## config.mk

```make
export PLATFORM = sky130hd
export DESIGN_NAME = tluh_atomic_seq
export DESIGN_NICKNAME = d
export VERILOG_FILES = /design/src/rtl/tluh_pkg.sv /design/src/rtl/tluh_atomic_seq.sv
export SDC_FILE = /design/constraint.sdc
export NUM_CORES = 1
export LEC_CHECK = 0
export BUFFER_PORTS_ARGS = -buffer_cell sky130_fd_sc_hd__buf_4
export CORE_UTILIZATION = 49
export CTS_BUF_LIST = sky130_fd_sc_hd__clkbuf_8
export DETAILED_ROUTE_END_ITERATION = 8
export PLACE_DENSITY = 0.83
export SYNTH_ARGS = -nofsm -noshare
export SYNTH_HDL_FRONTEND = slang
export SYNTH_SLANG_ARGS = --single-unit
```

## constraint.sdc

```tcl
create_clock -name clk_i -period 2.7 [get_ports clk_i]
set_clock_uncertainty 0.2 [all_clocks]
set_input_delay 0.135 -clock clk_i [delete_from_list [all_inputs] [get_ports clk_i]]
set_output_delay 0.135 -clock clk_i [all_outputs]
set_load 0.05 [all_outputs]
```

## src/rtl/tluh_pkg.sv

```systemverilog
// rtl/tluh_pkg.sv - TL-UH shared widths and arithmetic atomic opcodes
package tluh_pkg;

  parameter int TL_DW = 32;

  localparam logic [2:0] OP_MIN  = 3'd1;
  localparam logic [2:0] OP_MAX  = 3'd2;
  localparam logic [2:0] OP_MINU = 3'd3;
  localparam logic [2:0] OP_MAXU = 3'd4;
  localparam logic [2:0] OP_ADD  = 3'd5;

endpackage

```

## src/rtl/tluh_atomic_seq.sv

```systemverilog
// rtl/tluh_atomic_seq.sv - locked read-modify-write sequencer for TL-UH arithmetic atomics
// Reads the old word, runs it through the shared AU, writes the result back and returns the old word.
module tluh_atomic_seq
  import tluh_pkg::*;
#(
  parameter int AW            = 32,
  parameter int DW            = TL_DW,
  parameter int TimeoutCycles = 64
) (
  input  logic          clk_i,
  input  logic          rst_ni,
  input  logic          req_valid_i,
  output logic          req_ready_o,
  input  logic [AW-1:0] req_addr_i,
  input  logic [DW-1:0] req_data_i,
  input  logic [2:0]    req_op_i,
  output logic          rsp_valid_o,
  input  logic          rsp_ready_i,
  output logic [DW-1:0] rsp_data_o,
  output logic          rsp_err_o,
  output logic          mem_req_o,
  output logic          mem_we_o,
  output logic [AW-1:0] mem_addr_o,
  output logic [DW-1:0] mem_wdata_o,
  input  logic          mem_gnt_i,
  input  logic          mem_rvalid_i,
  input  logic [DW-1:0] mem_rdata_i,
  input  logic          mem_err_i,
  output logic          lock_o,
  output logic          au_enable_o,
  output logic [DW-1:0] au_op1_o,
  output logic [DW-1:0] au_op2_o,
  output logic          au_cin_o,
  output logic [2:0]    au_operation_o,
  input  logic [DW-1:0] au_result_i,
  input  logic          au_cout_i
);

  localparam int CW = $clog2(TimeoutCycles);

  typedef enum logic [2:0] {
    IDLE, RD_REQ, RD_WAIT, EXEC, WR_REQ, WR_WAIT, RESP
  } state_e;

  state_e        state_q, state_d;
  logic [AW-1:0] addr_q;
  logic [DW-1:0] data_q;
  logic [2:0]    op_q;
  logic [DW-1:0] old_q;
  logic [DW-1:0] result_q;
  logic          err_q;
  logic [CW-1:0] cnt_q;

  logic op_legal;
  logic timeout_hit;
  logic unused_cout;

  assign op_legal    = (req_op_i >= OP_MIN) && (req_op_i <= OP_ADD);
  assign timeout_hit = (cnt_q == CW'(TimeoutCycles - 1));
  assign unused_cout = au_cout_i;

  always_ff @(posedge clk_i or negedge rst_ni) begin
    if (!rst_ni) begin
      state_q <= IDLE;
    end else begin
      state_q <= state_d;
    end
  end

  always_comb begin
    state_d        = state_q;
    req_ready_o    = 1'b0;
    rsp_valid_o    = 1'b0;
    rsp_data_o     = '0;
    rsp_err_o      = 1'b0;
    mem_req_o      = 1'b0;
    mem_we_o       = 1'b0;
    mem_addr_o     = '0;
    mem_wdata_o    = '0;
    lock_o         = 1'b0;
    au_enable_o    = 1'b0;
    au_op1_o       = '0;
    au_op2_o       = '0;
    au_cin_o       = 1'b0;
    au_operation_o = '0;
    unique case (state_q)
      IDLE: begin
        req_ready_o = 1'b1;
        if (req_valid_i) begin
          state_d = op_legal ? RD_REQ : RESP;
        end
      end
      RD_REQ: begin
        mem_req_o  = 1'b1;
        mem_addr_o = addr_q;
        lock_o     = 1'b1;
        if (mem_gnt_i) begin
          state_d = RD_WAIT;
        end
      end
      RD_WAIT: begin
        lock_o = 1'b1;
        if (mem_rvalid_i) begin
          state_d = mem_err_i ? RESP : EXEC;
        end else if (timeout_hit) begin
          state_d = RESP;
        end
      end
      EXEC: begin
        lock_o         = 1'b1;
        au_enable_o    = 1'b1;
        au_op1_o       = old_q;
        au_op2_o       = data_q;
        au_operation_o = op_q;
        state_d        = WR_REQ;
      end
      WR_REQ: begin
        mem_req_o   = 1'b1;
        mem_we_o    = 1'b1;
        mem_addr_o  = addr_q;
        mem_wdata_o = result_q;
        lock_o      = 1'b1;
        if (mem_gnt_i) begin
          state_d = WR_WAIT;
        end
      end
      WR_WAIT: begin
        lock_o = 1'b1;
        if (mem_rvalid_i || timeout_hit) begin
          state_d = RESP;
        end
      end
      RESP: begin
        rsp_valid_o = 1'b1;
        rsp_data_o  = old_q;
        rsp_err_o   = err_q;
        if (rsp_ready_i) begin
          state_d = IDLE;
        end
      end
      default: state_d = IDLE;
    endcase
  end

  // old_q stays 0 unless a clean read lands, so failed reads answer with data 0
  always_ff @(posedge clk_i or negedge rst_ni) begin
    if (!rst_ni) begin
      addr_q   <= '0;
      data_q   <= '0;
      op_q     <= '0;
      old_q    <= '0;
      result_q <= '0;
      err_q    <= 1'b0;
      cnt_q    <= '0;
    end else begin
      unique case (state_q)
        IDLE: begin
          if (req_valid_i) begin
            addr_q   <= req_addr_i;
            data_q   <= req_data_i;
            op_q     <= req_op_i;
            old_q    <= '0;
            result_q <= '0;
            err_q    <= !op_legal;
          end
        end
        RD_REQ, WR_REQ: begin
          if (mem_gnt_i) begin
            cnt_q <= '0;
          end
        end
        RD_WAIT: begin
          if (mem_rvalid_i) begin
            if (mem_err_i) begin
              err_q <= 1'b1;
            end else begin
              old_q <= mem_rdata_i;
            end
          end else if (timeout_hit) begin
            err_q <= 1'b1;
          end else begin
            cnt_q <= cnt_q + CW'(1);
          end
        end
        EXEC: begin
          result_q <= au_result_i;
        end
        WR_WAIT: begin
          if (mem_rvalid_i) begin
            err_q <= mem_err_i;
          end else if (timeout_hit) begin
            err_q <= 1'b1;
          end else begin
            cnt_q <= cnt_q + CW'(1);
          end
        end
        default: ;
      endcase
    end
  end

endmodule

```

==> report_table.html, run 1 <==
<table>
<tr><th>Metric</th><th>Value</th></tr>
<tr><th colspan="2">Logic synthesis</th></tr>
<tr><td>Cells after Synth</td><td>between 600 and 700</td></tr>
<tr><td>Number of synthesized register bits</td><td>between 100 and 150</td></tr>
<tr><td>Syn_area_per_cell</td><td>10.8 µm²</td></tr>
<tr><td>Async S/R FF share, synth</td><td>100%</td></tr>
<tr><td>Post-synth EDFFs</td><td>0</td></tr>
<tr><td>Synth warn</td><td>0</td></tr>
<tr><td>Top flip-flop cell by instance count after synthesis</td><td>sky130_fd_sc_hd__dfrtp_1</td></tr>
<tr><td>Cell variety after synth</td><td>44</td></tr>
<tr><td>Cell Area, Synth</td><td>approximately 0.0067 mm²</td></tr>
<tr><td>Mapped Nets</td><td>around 760</td></tr>
<tr><td>Sequential cell area fraction in the yosys report</td><td>between 50 and 60%</td></tr>
<tr><th colspan="2">Status</th></tr>
<tr><td>Result of the run</td><td>finished, final reports clean</td></tr>
<tr><th colspan="2">Layout</th></tr>
<tr><td>Number of standard cells in the layout, taps in and fillers out</td><td>1,250</td></tr>
<tr><td>Area grow syn2layout</td><td>64.8%</td></tr>
<tr><td>Number of nets at the end of the flow</td><td>1,198</td></tr>
<tr><td>Leading cell type in the layout, fill and taps excluded</td><td>sky130_fd_sc_hd__buf_4</td></tr>
<tr><td>Top library cells by usage in the layout, fill and taps aside</td><td>sky130_fd_sc_hd__buf_4 (318), sky130_fd_sc_hd__and2_1 (164), sky130_fd_sc_hd__dfrtp_1 (139)</td></tr>
<tr><td>Util after Layout</td><td>between 80% and 90%</td></tr>
<tr><td>Share of post-route cells with drive strength above 1</td><td>between 40% and 50%</td></tr>
<tr><th colspan="2">Route</th></tr>
<tr><td>Via density</td><td>roughly 5.1</td></tr>
<tr><td>ANT nets after route</td><td>0</td></tr>
<tr><td>DRT iter0 DRCs</td><td>451</td></tr>
<tr><td>Detailed-router iteration count before antenna repair</td><td>5</td></tr>
<tr><td>Average wire per cell in the routed design</td><td>~18 µm</td></tr>
<tr><td>Drc violations</td><td>0</td></tr>
<tr><td>Routed WL</td><td>21,900 µm</td></tr>
<tr><td>Via Count</td><td>6,403</td></tr>
<tr><th colspan="2">Floorplan</th></tr>
<tr><td>Floorplan core area</td><td>roughly 0.013 mm²</td></tr>
<tr><td>Area of the die</td><td>~0.014 mm²</td></tr>
<tr><td>Ports</td><td>between 300 and 400</td></tr>
<tr><td>Die height</td><td>roughly 120 µm</td></tr>
<tr><td>Horizontal die dimension</td><td>approximately 120 µm</td></tr>
<tr><td>Standard-cell rows</td><td>42</td></tr>
<tr><td>Starting Density</td><td>a little over 50%</td></tr>
<tr><th colspan="2">Worst setup path</th></tr>
<tr><td>Depth of the most critical reg-to-reg path</td><td>4</td></tr>
<tr><td>Reg2reg start</td><td>state_q[1]</td></tr>
<tr><td>Classification of the worst setup path</td><td>reg2out</td></tr>
<tr><td>Crit path to</td><td>mem_addr_o[14]</td></tr>
<tr><td>Endpoint of the worst-slack reg-to-reg timing path</td><td>old_q[14]</td></tr>
<tr><td>Data arrival at the endpoint of the critical path</td><td>about 2.2 ns</td></tr>
<tr><td>Kind of capture point of the worst setup path</td><td>primary output</td></tr>
<tr><td>Maximum net fanout on the critical path</td><td>15</td></tr>
<tr><td>Element type at the critical path start</td><td>register</td></tr>
<tr><td>Cell chain of the critical path</td><td>xnor2_1 -&gt; nor2_4 -&gt; buf_4 -&gt; and2_1 -&gt; buf_4</td></tr>
<tr><td>Buffers and inverters on the worst path</td><td>2</td></tr>
<tr><td>Slack of the worst reg-to-reg path</td><td>~0.48 ns</td></tr>
<tr><td>Critical path depth</td><td>5</td></tr>
<tr><td>Slowest stage cell, crit path</td><td>sky130_fd_sc_hd__dfrtp_2</td></tr>
<tr><td>Cell class contributing the biggest share of worst-path delay</td><td>flip-flops</td></tr>
<tr><td>Worst EP required</td><td>~2.4 ns</td></tr>
<tr><td>Crit path largest cell delay</td><td>0.54 ns</td></tr>
<tr><td>CP dominant cell by count</td><td>sky130_fd_sc_hd__buf_4</td></tr>
<tr><td>Setup crit start</td><td>state_q[2]</td></tr>
<tr><th colspan="2">Clock network</th></tr>
<tr><td>Clock insertion delay at the later pin of the skew report</td><td>between 0.4 and 0.5 ns</td></tr>
<tr><td>Inserted Clock Buffers</td><td>17</td></tr>
<tr><td>Number of clock sinks seen by CTS</td><td>approximately 140</td></tr>
<tr><td>TritonCTS clock tree</td><td>yes</td></tr>
<tr><td>Clock transition at the registers of the reported paths</td><td>approximately 0.08 ns</td></tr>
<tr><td>Post-CTS repair timing setup buffer count</td><td>0</td></tr>
<tr><td>Buffer cell driving the clock tree root</td><td>sky130_fd_sc_hd__clkbuf_8</td></tr>
<tr><td>H-tree levels</td><td>4</td></tr>
<tr><td>Clk buf depth</td><td>2</td></tr>
<tr><th colspan="2">Pwr</th></tr>
<tr><td>Power consumption</td><td>0.0116 W</td></tr>
<tr><td>P_sw</td><td>0.00518 W</td></tr>
<tr><td>Worst ir drop on vdd</td><td>approximately 1.1 mV</td></tr>
<tr><td>Share of total power in sequential cells</td><td>between 30% and 40%</td></tr>
<tr><td>Leakage component of the power</td><td>5.41 nW</td></tr>
<tr><td>Fraction of power consumed by combinational cells</td><td>between 50 and 60%</td></tr>
<tr><td>Proportion of total power due to net switching</td><td>44.7%</td></tr>
<tr><td>Clock network power share</td><td>between 10% and 20%</td></tr>
<tr><td>Power Internal</td><td>between 0.006 and 0.007 W</td></tr>
<tr><td>Total power density per cell area</td><td>around 1000 mW/mm²</td></tr>
<tr><th colspan="2">Timing</th></tr>
<tr><td>RSZ-0062 raised after global routing</td><td>no</td></tr>
<tr><td>Max-slew violations</td><td>0</td></tr>
<tr><td>Fin Setup TNS</td><td>0 ns</td></tr>
<tr><td>Setup slack after layout</td><td>approximately 0.19 ns</td></tr>
<tr><td>Share of the cycle needed by the critical path after routing</td><td>between 90 and 100%</td></tr>
<tr><td>Hold violation total from the final report</td><td>0</td></tr>
<tr><td>Min Clock Period, post-route</td><td>2.51 ns</td></tr>
<tr><td>Number of failing setup endpoints in the final timing report</td><td>0</td></tr>
<tr><td>Max transition margin</td><td>between 30% and 40%</td></tr>
<tr><td>Upper clock frequency limit</td><td>399 MHz</td></tr>
<tr><td>Worst slew pin tran</td><td>about 0.94 ns</td></tr>
<tr><th colspan="2">Place</th></tr>
<tr><td>GP Congestion</td><td>about 0.79</td></tr>
<tr><td>Worst slack at placement</td><td>0.494 ns</td></tr>
<tr><td>Total instance count after detailed placement</td><td>around 1,100</td></tr>
<tr><td>Half-perimeter wire length of the detailed placement result</td><td>between 10,000 and 15,000 µm</td></tr>
<tr><td>Port Buffers</td><td>a little over 300</td></tr>
<tr><th colspan="2">Global routing</th></tr>
<tr><td>First-pass GRT wire length</td><td>34,700 µm</td></tr>
<tr><td>GRT Resource Usage Total</td><td>approximately a third</td></tr>
<tr><td>Global-route congestion overflow total</td><td>0</td></tr>
<tr><td>Number of global-route vias before repair</td><td>6,742</td></tr>
<tr><td>Maximum number of pins on one net before global-route repair</td><td>85</td></tr>
<tr><td>Number of antenna violations at the first check in global routing</td><td>3</td></tr>
<tr><th colspan="2">Run</th></tr>
<tr><td>Max-Cap Viols</td><td>0</td></tr>
<tr><th colspan="2">Min path</th></tr>
<tr><td>Hold Path Class</td><td>in2async</td></tr>
</table>
[how the worst min path moves through the flow]
stage,start,endpoint,slack (ns),depth (start not counted)
after detailed placement,rst_ni,data_q[12],-0.11,1
after global routing,rst_ni,addr_q[26],0.08,3
final,rst_ni,data_q[12],0.09,3
after CTS,rst_ni,data_q[12],0.03,3
after global placement,rst_ni,addr_q[23],-0.10,1
after floorplan,rst_ni,addr_q[0],-0.36,0
[Yosys cell counts (3+ instances only)]
library cell,number,area (µm²)
sky130_fd_sc_hd__a22o_1,32,280
sky130_fd_sc_hd__dfrtp_1,141,3530
sky130_fd_sc_hd__a21oi_1,6,30.0
sky130_fd_sc_hd__o22ai_1,3,18.8
sky130_fd_sc_hd__clkbuf_1,26,97.6
sky130_fd_sc_hd__mux2_2,69,777
sky130_fd_sc_hd__buf_4,9,67.6
sky130_fd_sc_hd__o21ai_0,37,185
sky130_fd_sc_hd__nor2_1,10,37.5
sky130_fd_sc_hd__buf_2,10,50.1
sky130_fd_sc_hd__and2_1,165,1030
sky130_fd_sc_hd__inv_1,4,15.0
sky130_fd_sc_hd__nand2_1,70,263
[kinds of logic after synthesis]
kind of cell / count (synthesis) / share of synthesized area, %
buf+inv: 49 / 3.42
xor+xnor: 1 / 0.130
flops: 141 / 52.5
simple gates: 262 / 21.7
fa+ha+maj: 1 / 0.186
mux: 70 / 11.7
other cells: 1 / 0.0558
compound gates: 99 / 10.4
[routing by layer]
| layer | wire (µm) | GRT usage, % | up-vias |
|---|---|---|---|
| li1 | - | - | 2967 |
| met4 | 479 | 11.5 | 0 |
| met5 | 0 | 0 | - |
| met3 | 1580 | 9.15 | 40 |
| met2 | 11700 | 56.6 | 256 |
| met1 | 8200 | 35.8 | 3140 |
[cell type report]
| type | instances | area [µm²] |
|---|---|---|
| clock buffers | 20 | 275 |
| multi-input cells | 434 | 3000 |
| inverters | 4 | 15.0 |
| clock inverters | 12 | 183 |
| well taps | 176 | 220 |
| diodes | 3 | 7.51 |
| flip-flops and latches | 141 | 3530 |
| repair buffers | 460 | 3860 |
| fillers | 738 | 2210 |
[registers in the layout, indices dropped and copies added (netlist names)]
| signal | cells |
|---|---|
| old_q | 32 |
| cnt_q | 6 |
| err_q | 1 |
| state_q | 3 |
| result_q | 32 |
| op_q | 3 |
| data_q | 32 |
| addr_q | 32 |
[power by group through the flow]
stage                     registers [W]  logic [W]  clock network [W]
after floorplan                 0.00339    0.00420                  0
after global placement          0.00358    0.00557                  0
after detailed placement        0.00363    0.00564                  0
after CTS                       0.00360    0.00586            0.00196
after global routing            0.00381    0.00631            0.00204
final                           0.00369    0.00597            0.00193
[through the flow]
| step | cell area, µm² | hold slack, ns |
|---|---|---|
| floorplan | 6730 | -0.361 |
| global placement | 9220 | -0.102 |
| detailed placement | 9220 | -0.107 |
| CTS | 11100 | 0.0287 |
| global route | 11100 | 0.0848 |
| finish | 11100 | 0.0914 |
[what timing repair did]
action,CTS,global route
gates resized for setup,1,1
hold buffers,138,0
endpoints found under the setup margin,15,22
endpoints found under the hold margin,280,0
cloned,0,0
pin swaps,0,0
[worst register-to-register path: cells and delay by family, from the launching register on]
kind	cells	cell delay (ns)
buf+inv	1	0.31
flops	1	0.46
compound gates	2	0.86
simple gates	1	0.24
(Power assumes the default switching activity.)
==> run 2, diff against run 1 <==
- CORE_MARGIN: unset -> 2
- GPL_TIMING_DRIVEN: unset -> 0
==> report_table.html, run 2 (synthesis gave the netlist of run 1 again) <==
<table>
<tr><th>Metric</th><th>Value</th></tr>
<tr><th colspan="2">Floorplan</th></tr>
<tr><td>Floorplan core area</td><td>about 0.013 mm²</td></tr>
<tr><td>Starting Density</td><td>50.4%</td></tr>
<tr><td>Die height</td><td>between 100 and 150 µm</td></tr>
<tr><td>Horizontal die dimension</td><td>121 µm</td></tr>
<tr><td>Standard-cell rows</td><td>between 40 and 50</td></tr>
<tr><td>Area of the die</td><td>0.0147 mm²</td></tr>
<tr><td>Ports</td><td>between 300 and 400</td></tr>
<tr><th colspan="2">Pwr</th></tr>
<tr><td>Leakage component of the power</td><td>between 5 and 6 nW</td></tr>
<tr><td>Total power density per cell area</td><td>1030 mW/mm²</td></tr>
<tr><td>Power consumption</td><td>between 0.01 and 0.015 W</td></tr>
<tr><td>Worst ir drop on vdd</td><td>0.916 mV</td></tr>
<tr><th colspan="2">Worst setup path</th></tr>
<tr><td>Worst EP required</td><td>about 2.4 ns</td></tr>
<tr><td>Slack of the worst reg-to-reg path</td><td>~0.48 ns</td></tr>
<tr><td>Data arrival at the endpoint of the critical path</td><td>around 2.2 ns</td></tr>
<tr><td>Classification of the worst setup path</td><td>reg2out</td></tr>
<tr><td>Element type at the critical path start</td><td>register</td></tr>
<tr><td>Maximum net fanout on the critical path</td><td>10</td></tr>
<tr><td>Kind of capture point of the worst setup path</td><td>primary output</td></tr>
<tr><th colspan="2">Status</th></tr>
<tr><td>Result of the run</td><td>finished, final reports clean</td></tr>
<tr><th colspan="2">Timing</th></tr>
<tr><td>Share of the cycle needed by the critical path after routing</td><td>a little over nine tenths</td></tr>
<tr><td>Max transition margin</td><td>approximately three fifths</td></tr>
<tr><td>Hold violation total from the final report</td><td>0</td></tr>
<tr><td>Worst slew pin tran</td><td>0.611 ns</td></tr>
<tr><td>Hold Slack</td><td>0.0153 ns</td></tr>
<tr><td>Number of failing setup endpoints in the final timing report</td><td>0</td></tr>
<tr><td>Upper clock frequency limit</td><td>~400 MHz</td></tr>
<tr><td>RSZ-0062 raised after global routing</td><td>yes</td></tr>
<tr><td>Min Clock Period, post-route</td><td>2.56 ns</td></tr>
<tr><td>Max-slew violations</td><td>0</td></tr>
<tr><th colspan="2">Layout</th></tr>
<tr><td>Share of post-route cells with drive strength above 1</td><td>40.8%</td></tr>
<tr><td>Total area of multi-input combinational cells</td><td>just under 0.003 mm²</td></tr>
<tr><td>Leading cell type in the layout, fill and taps excluded</td><td>sky130_fd_sc_hd__buf_4</td></tr>
<tr><td>Util after Layout</td><td>roughly 83%</td></tr>
<tr><td>Storage cell area</td><td>~0.0035 mm²</td></tr>
<tr><td>Area grow syn2layout</td><td>64.5%</td></tr>
<tr><td>Top library cells by usage in the layout, fill and taps aside</td><td>sky130_fd_sc_hd__buf_4 (315), sky130_fd_sc_hd__and2_1 (165), sky130_fd_sc_hd__dfrtp_1 (141)</td></tr>
<tr><td>Number of nets at the end of the flow</td><td>roughly 1,200</td></tr>
<tr><td>Number of fill cells in the layout</td><td>757</td></tr>
<tr><th colspan="2">Route</th></tr>
<tr><td>Met2 wire length</td><td>11,600 µm</td></tr>
<tr><td>Via Count</td><td>~6,600</td></tr>
<tr><td>DRT iter0 DRCs</td><td>around 390</td></tr>
<tr><td>Uppermost routed layer</td><td>met4</td></tr>
<tr><td>Detailed-routed wire length on met3</td><td>1900 µm</td></tr>
<tr><td>Drc violations</td><td>0</td></tr>
<tr><td>Detailed-router iteration count before antenna repair</td><td>5</td></tr>
<tr><td>Routed WL</td><td>between 20,000 and 25,000 µm</td></tr>
<tr><td>Average wire per cell in the routed design</td><td>approximately 18 µm</td></tr>
<tr><td>Via density</td><td>between 5 and 6</td></tr>
<tr><td>ANT nets after route</td><td>0</td></tr>
<tr><td>Routed metal-1 wirelength</td><td>~8600 µm</td></tr>
<tr><th colspan="2">Min path</th></tr>
<tr><td>Hold Path Class</td><td>in2async</td></tr>
<tr><th colspan="2">Clock network</th></tr>
<tr><td>Clk buf depth</td><td>2</td></tr>
<tr><td>Clock insertion delay at the later pin of the skew report</td><td>0.45 ns</td></tr>
<tr><td>Clock transition at the registers of the reported paths</td><td>0.08 ns</td></tr>
<tr><td>H-tree levels</td><td>4</td></tr>
<tr><td>TritonCTS clock tree</td><td>yes</td></tr>
<tr><td>Buffer cell driving the clock tree root</td><td>sky130_fd_sc_hd__clkbuf_8</td></tr>
<tr><td>Post-CTS repair timing setup buffer count</td><td>0</td></tr>
<tr><td>Number of clock sinks seen by CTS</td><td>roughly 140</td></tr>
<tr><td>Inserted Clock Buffers</td><td>17</td></tr>
<tr><th colspan="2">Global routing</th></tr>
<tr><td>Maximum number of pins on one net before global-route repair</td><td>just over 80</td></tr>
<tr><td>First-pass GRT wire length</td><td>35,900 µm</td></tr>
<tr><td>Number of global-route vias before repair</td><td>around 7,000</td></tr>
<tr><td>Number of antenna violations at the first check in global routing</td><td>1</td></tr>
<tr><td>GRT Resource Usage Total</td><td>31.7%</td></tr>
<tr><td>Global-route congestion overflow total</td><td>0</td></tr>
<tr><th colspan="2">Place</th></tr>
<tr><td>Port Buffers</td><td>307</td></tr>
<tr><td>GP Congestion</td><td>a little under 0.9</td></tr>
<tr><td>Half-perimeter wire length of the detailed placement result</td><td>~14,000 µm</td></tr>
<tr><th colspan="2">Run</th></tr>
<tr><td>Max-Cap Viols</td><td>0</td></tr>
</table>
==> run 2: cell type report <==
type / instances / share of cell area (%)
Antenna cell: 2 / 0.0452
Multi-Input combinational cell: 434 / 26.9
Buffer: 45 / 2.13
Clock buffer: 21 / 2.61
Inverter: 4 / 0.136
Timing Repair Buffer: 445 / 33.5
Clock inverter: 10 / 0.803
Tap cell: 176 / 1.99
Sequential cell: 141 / 31.9
==> run 2: routing by layer <==
metal	global-route usage, %	vias to the layer above
li1	-	3026
met1	35.9	3176
met2	53.4	306
met3	10.5	83
met4	16.5	0
met5	0	-
==> run 2: repair_timing <==
item,CTS,global route
endpoints found under the setup margin,100,86
resized for setup,7,20
hold buffers,137,0
endpoints found under the hold margin,280,0
==> run 2: per-stage QoR <==
stage,TNS [ns],area (µm²),worst slack [ns],instances
3_3_place_gp,0,9260,0.180,1107
6_report,0,11100,0.138,1278
4_1_cts,0,11000,0.0565,1276
5_1_grt,-0.00464,11100,-0.00464,1277
3_5_place_dp,0,9290,0.200,1108
2_1_floorplan,0,6730,0.263,624
==> run 2: power by group <==
group	leakage (nW)	switching (W)	internal (W)
clock	0.192	0.000831	0.000818
combinational	3.49	0.00384	0.00231
sequential	1.78	0.000556	0.00305
==> run 2: critical path: stages (launching register included) <==
cell                       delay (ns)
sky130_fd_sc_hd__dfrtp_1         0.38
sky130_fd_sc_hd__buf_4           0.18
sky130_fd_sc_hd__clkbuf_1        0.23
sky130_fd_sc_hd__nor2_2          0.32
sky130_fd_sc_hd__clkbuf_2        0.29
sky130_fd_sc_hd__and2_1          0.18
sky130_fd_sc_hd__buf_4           0.20
==> run 2: final timing paths <==
kind                                   from         endpoint  cells after the start
worst max-delay path             state_q[1]  mem_wdata_o[26]                      6
worst min-delay path                 rst_ni      result_q[0]                      2
worst max register to register   state_q[0]       addr_q[12]                      6
worst min register to register  result_q[3]      result_q[3]                      1
max in group asynchronous            rst_ni     result_q[18]                      3
min in group clk_i              req_valid_i         old_q[3]                      4
